## config.mk

```make
export PLATFORM = sky130hd
export DESIGN_NAME = apbslave_regs
export DESIGN_NICKNAME = d
export VERILOG_FILES = /design/src/rtl/apbslave_regs.sv
export SDC_FILE = /design/constraint.sdc
export NUM_CORES = 1
export LEC_CHECK = 0
export ABC_AREA = 1
export CORE_MARGIN = 5
export CORE_UTILIZATION = 45
export CTS_CLUSTER_DIAMETER = 80
export CTS_CLUSTER_SIZE = 40
export DETAILED_ROUTE_END_ITERATION = 16
export HOLD_SLACK_MARGIN = 0.08
export PLACE_DENSITY_LB_ADDON = 0.3
export SYNTH_ARGS = -nofsm -noshare
export SYNTH_HDL_FRONTEND = slang
export SYNTH_SLANG_ARGS = --single-unit
```

## constraint.sdc

```tcl
create_clock -name PCLK -period 2.8 [get_ports PCLK]
set_input_delay 0.84 -clock PCLK [delete_from_list [all_inputs] [get_ports PCLK]]
set_output_delay 0.84 -clock PCLK [all_outputs]
set_load 0.01 [all_outputs]
```

## src/rtl/apbslave_regs.sv

```systemverilog
// APB leaf responder: NREGS x DW read/write registers with wait states, byte strobes
// and a privileged-only control register. Define APBSLAVE_SLVERR_EN to report errors on PSLVERR.
module apbslave_regs #(
  parameter int AW          = 12,
  parameter int DW          = 32,
  parameter int NREGS       = 16,
  parameter int WAIT_STATES = 1
) (
  input  logic              PCLK,
  input  logic              PRESETn,
  input  logic              PSEL,
  input  logic              PENABLE,
  input  logic [AW-1:0]     PADDR,
  input  logic              PWRITE,
  input  logic [DW-1:0]     PWDATA,
  input  logic [DW/8-1:0]   PWSTRB,
  input  logic [2:0]        PPROT,
  output logic              PREADY,
  output logic [DW-1:0]     PRDATA,
  output logic              PSLVERR,
  output logic [DW-1:0]     o_ctrl
);

  localparam int NB  = DW / 8;
  localparam int LSB = $clog2(NB);
  localparam int IW  = $clog2(NREGS);

  typedef enum logic [1:0] {
    ST_IDLE = 2'd0,
    ST_WAIT = 2'd1,
    ST_RESP = 2'd2
  } state_t;

  state_t          state_r;
  logic [1:0]      wcnt_r;
  logic [DW-1:0]   regs_r [NREGS];

  logic [IW-1:0]   idx_s;
  logic            oor_s;
  logic            priv_err_s;
  logic            err_s;
  logic            slverr_s;
  logic            setup_s;
  logic            access_s;
  logic [DW-1:0]   rd_s;
  logic            unused_s;

  function automatic logic [DW-1:0] byte_merge(
    input logic [DW-1:0] old_v,
    input logic [DW-1:0] new_v,
    input logic [NB-1:0] strb
  );
    logic [DW-1:0] res;
    res = old_v;
    for (int b = 0; b < NB; b++) begin
      if (strb[b]) res[8*b +: 8] = new_v[8*b +: 8];
    end
    return res;
  endfunction

  assign unused_s = ^{PPROT[2:1], PADDR[LSB-1:0]};
  assign o_ctrl   = regs_r[0];

  // Address decode, error classification and read-data selection.
  always_comb begin
    idx_s      = PADDR[LSB+IW-1:LSB];
    oor_s      = |(PADDR >> (LSB + IW));
    priv_err_s = PWRITE && (idx_s == {IW{1'b0}}) && !PPROT[0];
    err_s      = oor_s || priv_err_s;
    setup_s    = PSEL && !PENABLE;
    access_s   = PSEL && PENABLE;
    if (err_s || PWRITE) begin
      rd_s = {DW{1'b0}};
    end else begin
      rd_s = regs_r[idx_s];
    end
`ifdef APBSLAVE_SLVERR_EN
    slverr_s = err_s;
`else
    slverr_s = 1'b0;
`endif
  end

  // Transfer sequencing with registered PREADY/PRDATA/PSLVERR.
  always_ff @(posedge PCLK or negedge PRESETn) begin
    if (!PRESETn) begin
      state_r <= ST_IDLE;
      wcnt_r  <= 2'd0;
      PREADY  <= 1'b0;
      PRDATA  <= {DW{1'b0}};
      PSLVERR <= 1'b0;
    end else begin
      case (state_r)
        ST_IDLE: begin
          PREADY  <= 1'b0;
          PRDATA  <= {DW{1'b0}};
          PSLVERR <= 1'b0;
          if (setup_s) begin
            wcnt_r <= 2'(WAIT_STATES);
            if (WAIT_STATES == 0) begin
              state_r <= ST_RESP;
              PREADY  <= 1'b1;
              PRDATA  <= rd_s;
              PSLVERR <= slverr_s;
            end else begin
              state_r <= ST_WAIT;
            end
          end else begin
            state_r <= ST_IDLE;
          end
        end
        ST_WAIT: begin
          if (!PSEL) begin
            // Master abandoned the transfer.
            state_r <= ST_IDLE;
            PREADY  <= 1'b0;
            PRDATA  <= {DW{1'b0}};
            PSLVERR <= 1'b0;
          end else if (PENABLE) begin
            if (wcnt_r <= 2'd1) begin
              state_r <= ST_RESP;
              PREADY  <= 1'b1;
              PRDATA  <= rd_s;
              PSLVERR <= slverr_s;
            end else begin
              wcnt_r <= wcnt_r - 2'd1;
            end
          end else begin
            state_r <= ST_WAIT;
          end
        end
        ST_RESP: begin
          state_r <= ST_IDLE;
          PREADY  <= 1'b0;
          PRDATA  <= {DW{1'b0}};
          PSLVERR <= 1'b0;
        end
        default: begin
          state_r <= ST_IDLE;
          wcnt_r  <= 2'd0;
          PREADY  <= 1'b0;
          PRDATA  <= {DW{1'b0}};
          PSLVERR <= 1'b0;
        end
      endcase
    end
  end

  // Register bank; writes commit at the edge closing the response cycle.
  always_ff @(posedge PCLK or negedge PRESETn) begin
    if (!PRESETn) begin
      for (int i = 0; i < NREGS; i++) regs_r[i] <= {DW{1'b0}};
    end else if ((state_r == ST_RESP) && access_s && PWRITE && !err_s) begin
      regs_r[idx_s] <= byte_merge(regs_r[idx_s], PWDATA, PWSTRB);
    end
  end

endmodule

```

==> impl_metrics.toml <==
[timing]
tightestPinTransition_ns = 0.703
period_share = 0.917
finalHoldViolations = 0
slew_headroom = 0.531
fin_crit_ns = 2.57
fmax_mhz = 390
finalMaxSlewViolations = 0
holdWs_ns = 0.488
finalSetupTns_ns = 0
rsz0062_at_grt = "no"
fin_skew_ns = 0.0248
setup_viol = 0
finalWorstSetupSlack_ns = 0.233

[synth]
postSynthCellCount = 4023
ys_async_sr_fraction = 1.00
synth_edf_count = 0
yosysTopAreaCell = "dfrtp_1"
ys_seq_elements = 549
syn_area_um2 = 28100
syn_avg_cell_area_um2 = 6.97
yosysMostFrequentCell = "nand2_1"
yosys-top-cells-area = "dfrtp_1, nand2_1, nand3_1, buf_2, buf_4"
syn_nets = 4080
ys_seq_area_frac = 0.490
ys_warn_count = 0
synth_common_cells = "nand2_1, dfrtp_1, nand3_1"
synthDistinctLibCells = 25
yosys.area.top_type_share = 0.490
synth_top_flop_cell = "dfrtp_1"

[routing]
via_count = 26800
dr.pass1.iters = 7
antenna_left = 0
vias_per_cell = 5.41
route.detailed.drc = 0
wl_per_cell_um = 19.1
drt_iter0_drc = 3214
finalWirelength_um = 94800

[run]
drv_cap = 0

[global_routing]
grt_max_degree = 94
overflow = 0
track_usage = 0.276
grt_pass1_wl_um = 148000
antenna_found_initial = 0
grt_pass1_vias = 25200

[min_path]
whs_endpoint = "regs_r[402]"
hold_path_depth = 2
hold_path_class = "reg2reg"
holdCritStartpoint = "regs_r[402]"

[worst_setup_path]
crit_fanout = 3
worstPathRequired_ns = 1.96
r2r_start = "state_r[0]"
critPathSlowestCell = "clkdlybuf4s50_1"
r2r-end = "regs_r[398]"
regToRegSetupSlack_ns = 0.79
cp.arrival_ns = 1.73
r2r_cells = 11
end_kind = "output pin"
crit_buf_inv = 1
crit_chain = "clkdlybuf4s50_1"
cp-start-kind = "register"
critPathMaxStageDelay_ns = 0.59
critical-path-top-delay-family = "buffers and inverters"
worstSetupPathType = "reg2out"

[pwr]
ir_drop_mv = 0.547
pwr_density_cell_nw_per_um2 = 453
totalPowerFinal_mw = 15.0
leakagePower_nw = 18.9

[finish]
fill_cells = 6044
num-nets-final = 4144
drive_gt1_frac = 0.0895
fin_util = 0.535
design_area_um2 = 33000
syn2layout_area_growth_pct = 17.7
stdcell_count = 4949

[cts]
clock_path_buffers = 3
cts-root-buf = "clkbuf_16"
cts_buffers = 31
htreeDepth = 1
cts.reportedPaths.clkPinSlew_ns = 0.10
cts.repair.resized = 0
worstSkewPairLatency_ns = 0.65
cts_tree = "done"
cts_sinks = 549

[die]
die_w_um = 260
die_y_um = 260
start_util = 0.455
io_pins = 122
die-area_um2 = 67400
rows = 91
core-area_um2 = 61700

[placed_design]
io_buffers = 116
pre_cts_slack_ns = -0.284
placedCellCount = 4890
gp_congestion = 0.850
hpwlAfterDp_um = 59100
postPlaceCellArea_um2 = 31800

[outcome]
status = "complete, no violations"
==> logic make-up after synthesis <==
group,after synthesis,share of synthesized area
other cells,1,0.000134
flops,549,0.490
buf+inv,375,0.0631
compound gates,39,0.00727
simple gates,3058,0.439
fa+ha+maj,1,0.000446
==> worst max-delay path by stage <==
| stage | slack [ns] | cells past startpoint | start | endpoint |
|---|---|---|---|---|
| after CTS | 0.22 | 1 | o_ctrl[31] | o_ctrl[31] |
| after detailed placement | -0.28 | 9 | PADDR[5] | regs_r[311] |
| after floorplan | 0.50 | 9 | PADDR[3] | regs_r[406] |
| final | 0.23 | 1 | o_ctrl[31] | o_ctrl[31] |
| after global placement | -0.27 | 11 | PADDR[4] | regs_r[393] |
| after global routing | 0.18 | 9 | PADDR[4] | regs_r[293] |
==> where the power goes <==
group	leakage (nW)	switching [mW]	internal, mW	total (mW)
logic	10.6	0.820	0.338	1.16
registers	7.67	0.00576	7.93	7.94
clock network	0.588	3.35	2.51	5.86
==> layout make-up <==
type                       count  area (um^2)  share of cell area
sequential                   549        13700               0.416
timing repair buffer         365         4180               0.127
clock inverter                26          450              0.0136
clock buffer                  31          776              0.0235
antenna                        1         2.50           0.0000758
multi-input combinational   3099        12700               0.383
tap                          837         1050              0.0317
inverter                      41          164             0.00497
==> cells in the final DEF (no fill, tap or decap), drive strengths merged, types with 2 or more instances in the layout <==
master | netlist | final
nand2 | 2441 | 2441
dfrtp | 549 | 549
nand3 | 517 | 517
buf | 217 | 250
clkdlybuf4s50 | 0 | 113
inv | 41 | 55
nor2 | 49 | 49
o21ai | 36 | 36
or2 | 32 | 32
clkbuf | 117 | 32
nor3 | 17 | 17
clkinv | 0 | 10
bufinv | 0 | 2
==> layer usage <==
metal,GRT usage,up-vias,share of wire
li1,-,12500,-
met1,0.389,12800,0.42
met2,0.438,1231,0.45
met3,0.0456,230,0.093
met4,0.0931,0,0.038
met5,0,-,0
==> what timing repair did <==
| action | in CTS | in global routing |
|---|---|---|
| setup buffers | 0 | 0 |
| endpoints found under the hold margin | 19 | 0 |
| hold buffers | 1 | 0 |
==> sequential cells by signal, indices dropped and copies added, names as in the netlist <==
| register | count |
|---|---|
| wcnt_r | 2 |
| PREADY | 1 |
| state_r | 2 |
| regs_r | 480 |
| o_ctrl | 32 |
| PRDATA | 32 |
Note: power is estimated with default switching activity, not from simulation.
